<file path="config.mk">
export PLATFORM = sky130hd
export DESIGN_NAME = pipeline_fetch_unit
export DESIGN_NICKNAME = d
export VERILOG_FILES = /design/src/rtl/pipeline_fetch_unit.sv
export SDC_FILE = /design/constraint.sdc
export NUM_CORES = 1
export LEC_CHECK = 0
export CAP_MARGIN = 5
export CORE_MARGIN = 2
export CORE_UTILIZATION = 28
export DETAILED_ROUTE_END_ITERATION = 12
export GPL_TIMING_DRIVEN = 1
export REMOVE_ABC_BUFFERS = 1
export SLEW_MARGIN = 20
export SYNTH_ARGS = -nofsm -noshare
export SYNTH_HDL_FRONTEND = slang
export SYNTH_SLANG_ARGS = --single-unit
</file>
<file path="constraint.sdc">
create_clock -name clk -period 2.1 [get_ports clk]
set_input_delay 0.42 -clock clk [delete_from_list [all_inputs] [get_ports clk]]
set_output_delay 0.42 -clock clk [all_outputs]
set_load 0.005 [all_outputs]
</file>
<file path="src/rtl/pipeline_fetch_unit.sv">
// Instruction fetch stage: one-outstanding memory requester feeding a decode FIFO.
// Optional HALT-opcode detection is enabled by defining FETCH_HALT_DETECT_EN.
module pipeline_fetch_unit #(
    parameter logic [7:0] RESET_PC = 8'h00,
    parameter int         DEPTH    = 4
) (
    input  logic        clk,
    input  logic        rst_n,
    output logic        mem_req,
    output logic [7:0]  mem_addr,
    input  logic        mem_gnt,
    input  logic        mem_rvalid,
    input  logic [15:0] mem_rdata,
    output logic [15:0] IR_out,
    output logic [7:0]  PC_out,
    output logic        ir_valid,
    input  logic        ir_ready,
    input  logic        redirect,
    input  logic [7:0]  redirect_pc,
    output logic        halted
);

    localparam int PW = $clog2(DEPTH);
    localparam int CW = PW + 1;

    typedef enum logic [1:0] {IDLE, ISSUE, WAIT, HALT} state_t;

    state_t        state;
    logic [7:0]    fetch_pc;
    logic [7:0]    req_addr;
    logic          drop;

    logic [15:0]   q_ir [DEPTH];
    logic [7:0]    q_pc [DEPTH];
    logic [PW-1:0] wr_ptr;
    logic [PW-1:0] rd_ptr;
    logic [CW-1:0] count;

    logic          grant;
    logic          push;
    logic          pop;
    logic          is_halt;

    // A redirect suppresses the request so no grant can race the flush.
    assign mem_req  = (state == ISSUE) && (count < CW'(DEPTH)) && !redirect;
    assign mem_addr = fetch_pc;
    assign grant    = mem_req && mem_gnt;

    assign ir_valid = (count != '0);
    assign IR_out   = ir_valid ? q_ir[rd_ptr] : 16'h0000;
    assign PC_out   = ir_valid ? q_pc[rd_ptr] : 8'h00;

    assign push = (state == WAIT) && mem_rvalid && !drop && !redirect;
    assign pop  = ir_valid && ir_ready && !redirect;

`ifdef FETCH_HALT_DETECT_EN
    assign is_halt = (mem_rdata[15:13] == 3'b111);
    assign halted  = (state == HALT);
`else
    assign is_halt = 1'b0;
    assign halted  = 1'b0;
`endif

    always_ff @(posedge clk or negedge rst_n) begin
        if (!rst_n) begin
            state    <= IDLE;
            fetch_pc <= RESET_PC;
            req_addr <= RESET_PC;
            drop     <= 1'b0;
        end else begin
            case (state)
                IDLE: begin
                    state <= ISSUE;
                    if (redirect) fetch_pc <= redirect_pc;
                end
                ISSUE: begin
                    if (redirect) begin
                        fetch_pc <= redirect_pc;
                    end else if (grant) begin
                        req_addr <= fetch_pc;
                        fetch_pc <= fetch_pc + 8'd1;
                        state    <= WAIT;
                    end
                end
                WAIT: begin
                    if (redirect) begin
                        fetch_pc <= redirect_pc;
                        if (mem_rvalid) begin
                            drop  <= 1'b0;
                            state <= ISSUE;
                        end else begin
                            drop <= 1'b1;
                        end
                    end else if (mem_rvalid) begin
                        drop  <= 1'b0;
                        state <= (!drop && is_halt) ? HALT : ISSUE;
                    end
                end
                HALT: begin
                    if (redirect) begin
                        fetch_pc <= redirect_pc;
                        state    <= ISSUE;
                    end
                end
                default: state <= IDLE;
            endcase
        end
    end

    always_ff @(posedge clk or negedge rst_n) begin
        if (!rst_n) begin
            wr_ptr <= '0;
            rd_ptr <= '0;
            count  <= '0;
            for (int i = 0; i < DEPTH; i++) begin
                q_ir[i] <= 16'h0000;
                q_pc[i] <= 8'h00;
            end
        end else if (redirect) begin
            wr_ptr <= '0;
            rd_ptr <= '0;
            count  <= '0;
        end else begin
            if (push) begin
                q_ir[wr_ptr] <= mem_rdata;
                q_pc[wr_ptr] <= req_addr;
                wr_ptr       <= wr_ptr + PW'(1);
            end
            if (pop) rd_ptr <= rd_ptr + PW'(1);
            count <= count + CW'(push) - CW'(pop);
        end
    end

endmodule

</file>
==> results.json <==
{
  "result_of_the_run": "complete, but fails checks",
  "failed_checks": "negative setup slack",
  "top_level_ports": 65,
  "ir_drop_mv": 0.5454,
  "worst_setup_hold_path_clk_slew_ps": 50,
  "h_tree_lvls": 4,
  "max_clock_freq_ghz": 0.4392,
  "p_total_mw": 7.925,
  "post_drt_via_cell_ratio": 4.652,
  "p_sw_mw": 2.205,
  "min-delay-start": "q_ir[52]",
  "layout_worst_path_cycle_share": 1.084,
  "synth.ff_latch_count": 122,
  "cell_internal_pwr_mw": 5.720,
  "clockPowerShare": 0.336,
  "grt_antenna_before_repair": 0,
  "post_synth_main_area_contributors": "dfrtp_1 51%, mux2_4 15%, mux4_2 9.1%, mux2_1 6.1%, nor2b_1 2.7%",
  "drtAntennaViolNets": 0,
  "worstHoldPathType": "reg -> reg",
  "rsz0062_at_grt": "yes",
  "nNetsFinal": 527,
  "firstDrtPassIters": 4,
  "maxCapViolations": 0,
  "holdWs_ps": 482.9,
  "drive_above_1_share": 0.4360,
  "slew_viol_final": 0,
  "post_synth_instance_area_um2": 5946,
  "finalSetupViolCount": 24,
  "share_of_the_core_filled_with_cells": 0.3765,
  "routed_vias": 3605,
  "postSynthCellCount": 385,
  "netlist.top_cell.by_area": "dfrtp_1",
  "worst_hold_path.num_cells": 1,
  "r2r_slack_ps": 100,
  "gr-total-overflow": 0,
  "worstPathArrival_ps": 1860,
  "dominantRegCellSynth": "dfrtp_1",
  "cts_made_buffers": 17,
  "worst_r2r_startpoint": "count[0]",
  "ys_seq_area_frac": 0.5135,
  "final.min_clock_period_ps": 2277,
  "place.port_buffers": 63,
  "critPathKind": "reg -> out",
  "max-clock-path-buffers": 2,
  "power.switching_fraction": 0.2783,
  "row_count": 53,
  "library_cell_with_the_highest_instance_count_after_synthesis": "dfrtp_1",
  "critical_path_peak_fanout": 6,
  "hold_end": "q_ir[52]",
  "critical_path.endpoint_type": "output pin",
  "hpwl_um": 8769,
  "floorplan.die_area_um2": 22420,
  "synth-edff-count": 0,
  "ffs_w_async_s_r_synth": 1.000,
  "floorplan.die.width_um": 149.7,
  "clk_latency_ps": 410,
  "power_per_cell_area_nw_per_um2": 1005,
  "power.share.combinational": 0.287,
  "timing.critical_path.required_ps": 1680,
  "routabilityCongestion": 0.8344,
  "pin_count_of_the_biggest_net_entering_global_routing": 49,
  "grt_first_pass_wirelength_um": 22790,
  "power.leakage_nw": 3.745,
  "initial_utilization": 0.2837,
  "timing.rr.end": "count[1]",
  "post-route-worst-setup-slack_ps": -177.0,
  "synth_cell_types": 41,
  "hold_viol": 0,
  "synth.avg_cell_area_um2": 15.44,
  "wl_per_cell_um": 17.73,
  "coreArea_um2": 20960,
  "drt_iter0_markers": 146,
  "timing.critical_path.from": "rd_ptr[0]",
  "tritoncts": "done",
  "yosys-top-cells-count": "122 x dfrtp_1, 60 x mux2_4, 32 x mux2_1, 26 x nor2b_1, 24 x mux4_2",
  "routed_wirelength_um": 13740,
  "globalRouteTotalUtil": 0.1334,
  "r2r.worst_path.cells": 9,
  "area_delta_synth_final_pct": 32.68,
  "antenna_cells": 0,
  "die_height_um": 149.7,
  "cts-root-buf": "clkbuf_16",
  "timing.critical_path.from_type": "flop",
  "seq_power_share": 0.377,
  "post-synth-top-area-fraction": 0.5135,
  "clock_sinks": 122,
  "synth.yosys.warnings": 0,
  "worst_clock_skew_ps": 4.111,
  "vias_in_the_first_global_route": 4121,
  "drt_drc_violations_left": 0
}
[cell usage in the layout (no fill, tap or decap), drive strengths merged, types with 5 or more instances in the layout]
cell / netlist / final
clkbuf: 6 / 29
nor2: 14 / 14
buf: 17 / 69
or4: 5 / 5
mux2: 104 / 104
nand2: 7 / 7
clkdlybuf4s50: 0 / 35
nor2b: 26 / 26
dfrtp: 122 / 122
ha: 7 / 7
nand3: 9 / 9
inv: 6 / 6
mux4: 24 / 24
[kinds of logic (layout without fill, tap and decap cells)]
family / after synthesis / in the layout / synth area share
other cells: 1 / 1 / 0.0006307
simple gates: 72 / 72 / 0.08018
flops: 122 / 122 / 0.5135
compound gates: 18 / 18 / 0.01999
mux: 129 / 129 / 0.3274
buf+inv: 29 / 144 / 0.03136
xor+xnor: 6 / 6 / 0.008840
fa+ha+maj: 8 / 8 / 0.01810
[worst max-delay path, stage by stage, from the launching register on]
cell and delay (ps):
dfrtp_2 410, buf_12 140, buf_12 130, mux4_2 500
nor2b_4 140, buf_2 120
[metrics by stage]
step	TNS, ps	worst slack [ps]	cell area (um^2)	cells
detailed placement	-5058	-317.8	7126	727
floorplan	-5710	-226.3	5782	362
global placement	-4824	-269.0	7126	727
finish	-2881	-177.0	7889	775
CTS	-4127	-206.0	7896	774
global route	-4684	-249.5	7889	775
[worst max-delay path by stage]
stage / end / slack [ps] / cells past startpoint
global placement: count[2] / -270 / 10
finish: PC_out[5] / -180 / 5
floorplan: ir_valid / -230 / 2
detailed placement: count[2] / -320 / 10
CTS: PC_out[1] / -210 / 5
global route: PC_out[4] / -250 / 5
[state kept, by name, indices dropped and copies added, names as in the netlist]
register and cells:
rd_ptr 2, q_pc 32, count 3, drop 1, req_addr 8, wr_ptr 2, q_ir 64, state 2
mem_addr 8
[layer usage]
layer,track usage,vias up,wire (um)
li1,-,1613,-
met5,0,-,0
met3,0.03659,17,508
met1,0.1739,1906,6225
met2,0.2144,69,6761
met4,0.04623,0,243
[repair_timing]
action | CTS | global route
hold buffers | 1 | 0
hold endpoints to repair | 31 | 0
setup endpoints to repair | 26 | 27
buffers inserted | 15 | 4
gates cloned | 2 | 0
pin swaps | 1 | 4
gates resized for setup | 135 | 7
[power groups by stage]
| stage | clock network, mW | registers [mW] | logic, mW |
|---|---|---|---|
| floorplan | 0 | 3.00 | 0.913 |
| global placement | 0 | 2.97 | 1.77 |
| detailed placement | 0 | 3.01 | 1.80 |
| CTS | 2.72 | 2.98 | 2.40 |
| global route | 2.85 | 3.04 | 2.47 |
| finish | 2.67 | 2.98 | 2.28 |
[layout make-up]
cell class	instances	area (um^2)
Tap cell	275	344.1
Clock inverter	1	5.005
Inverter	6	22.52
Clock buffer	29	540.5
Fill cell	1985	13070
Timing Repair Buffer	108	1062
Multi-Input combinational cell	234	2860
Sequential cell	122	3054
Power figures use the tool's default switching activity.
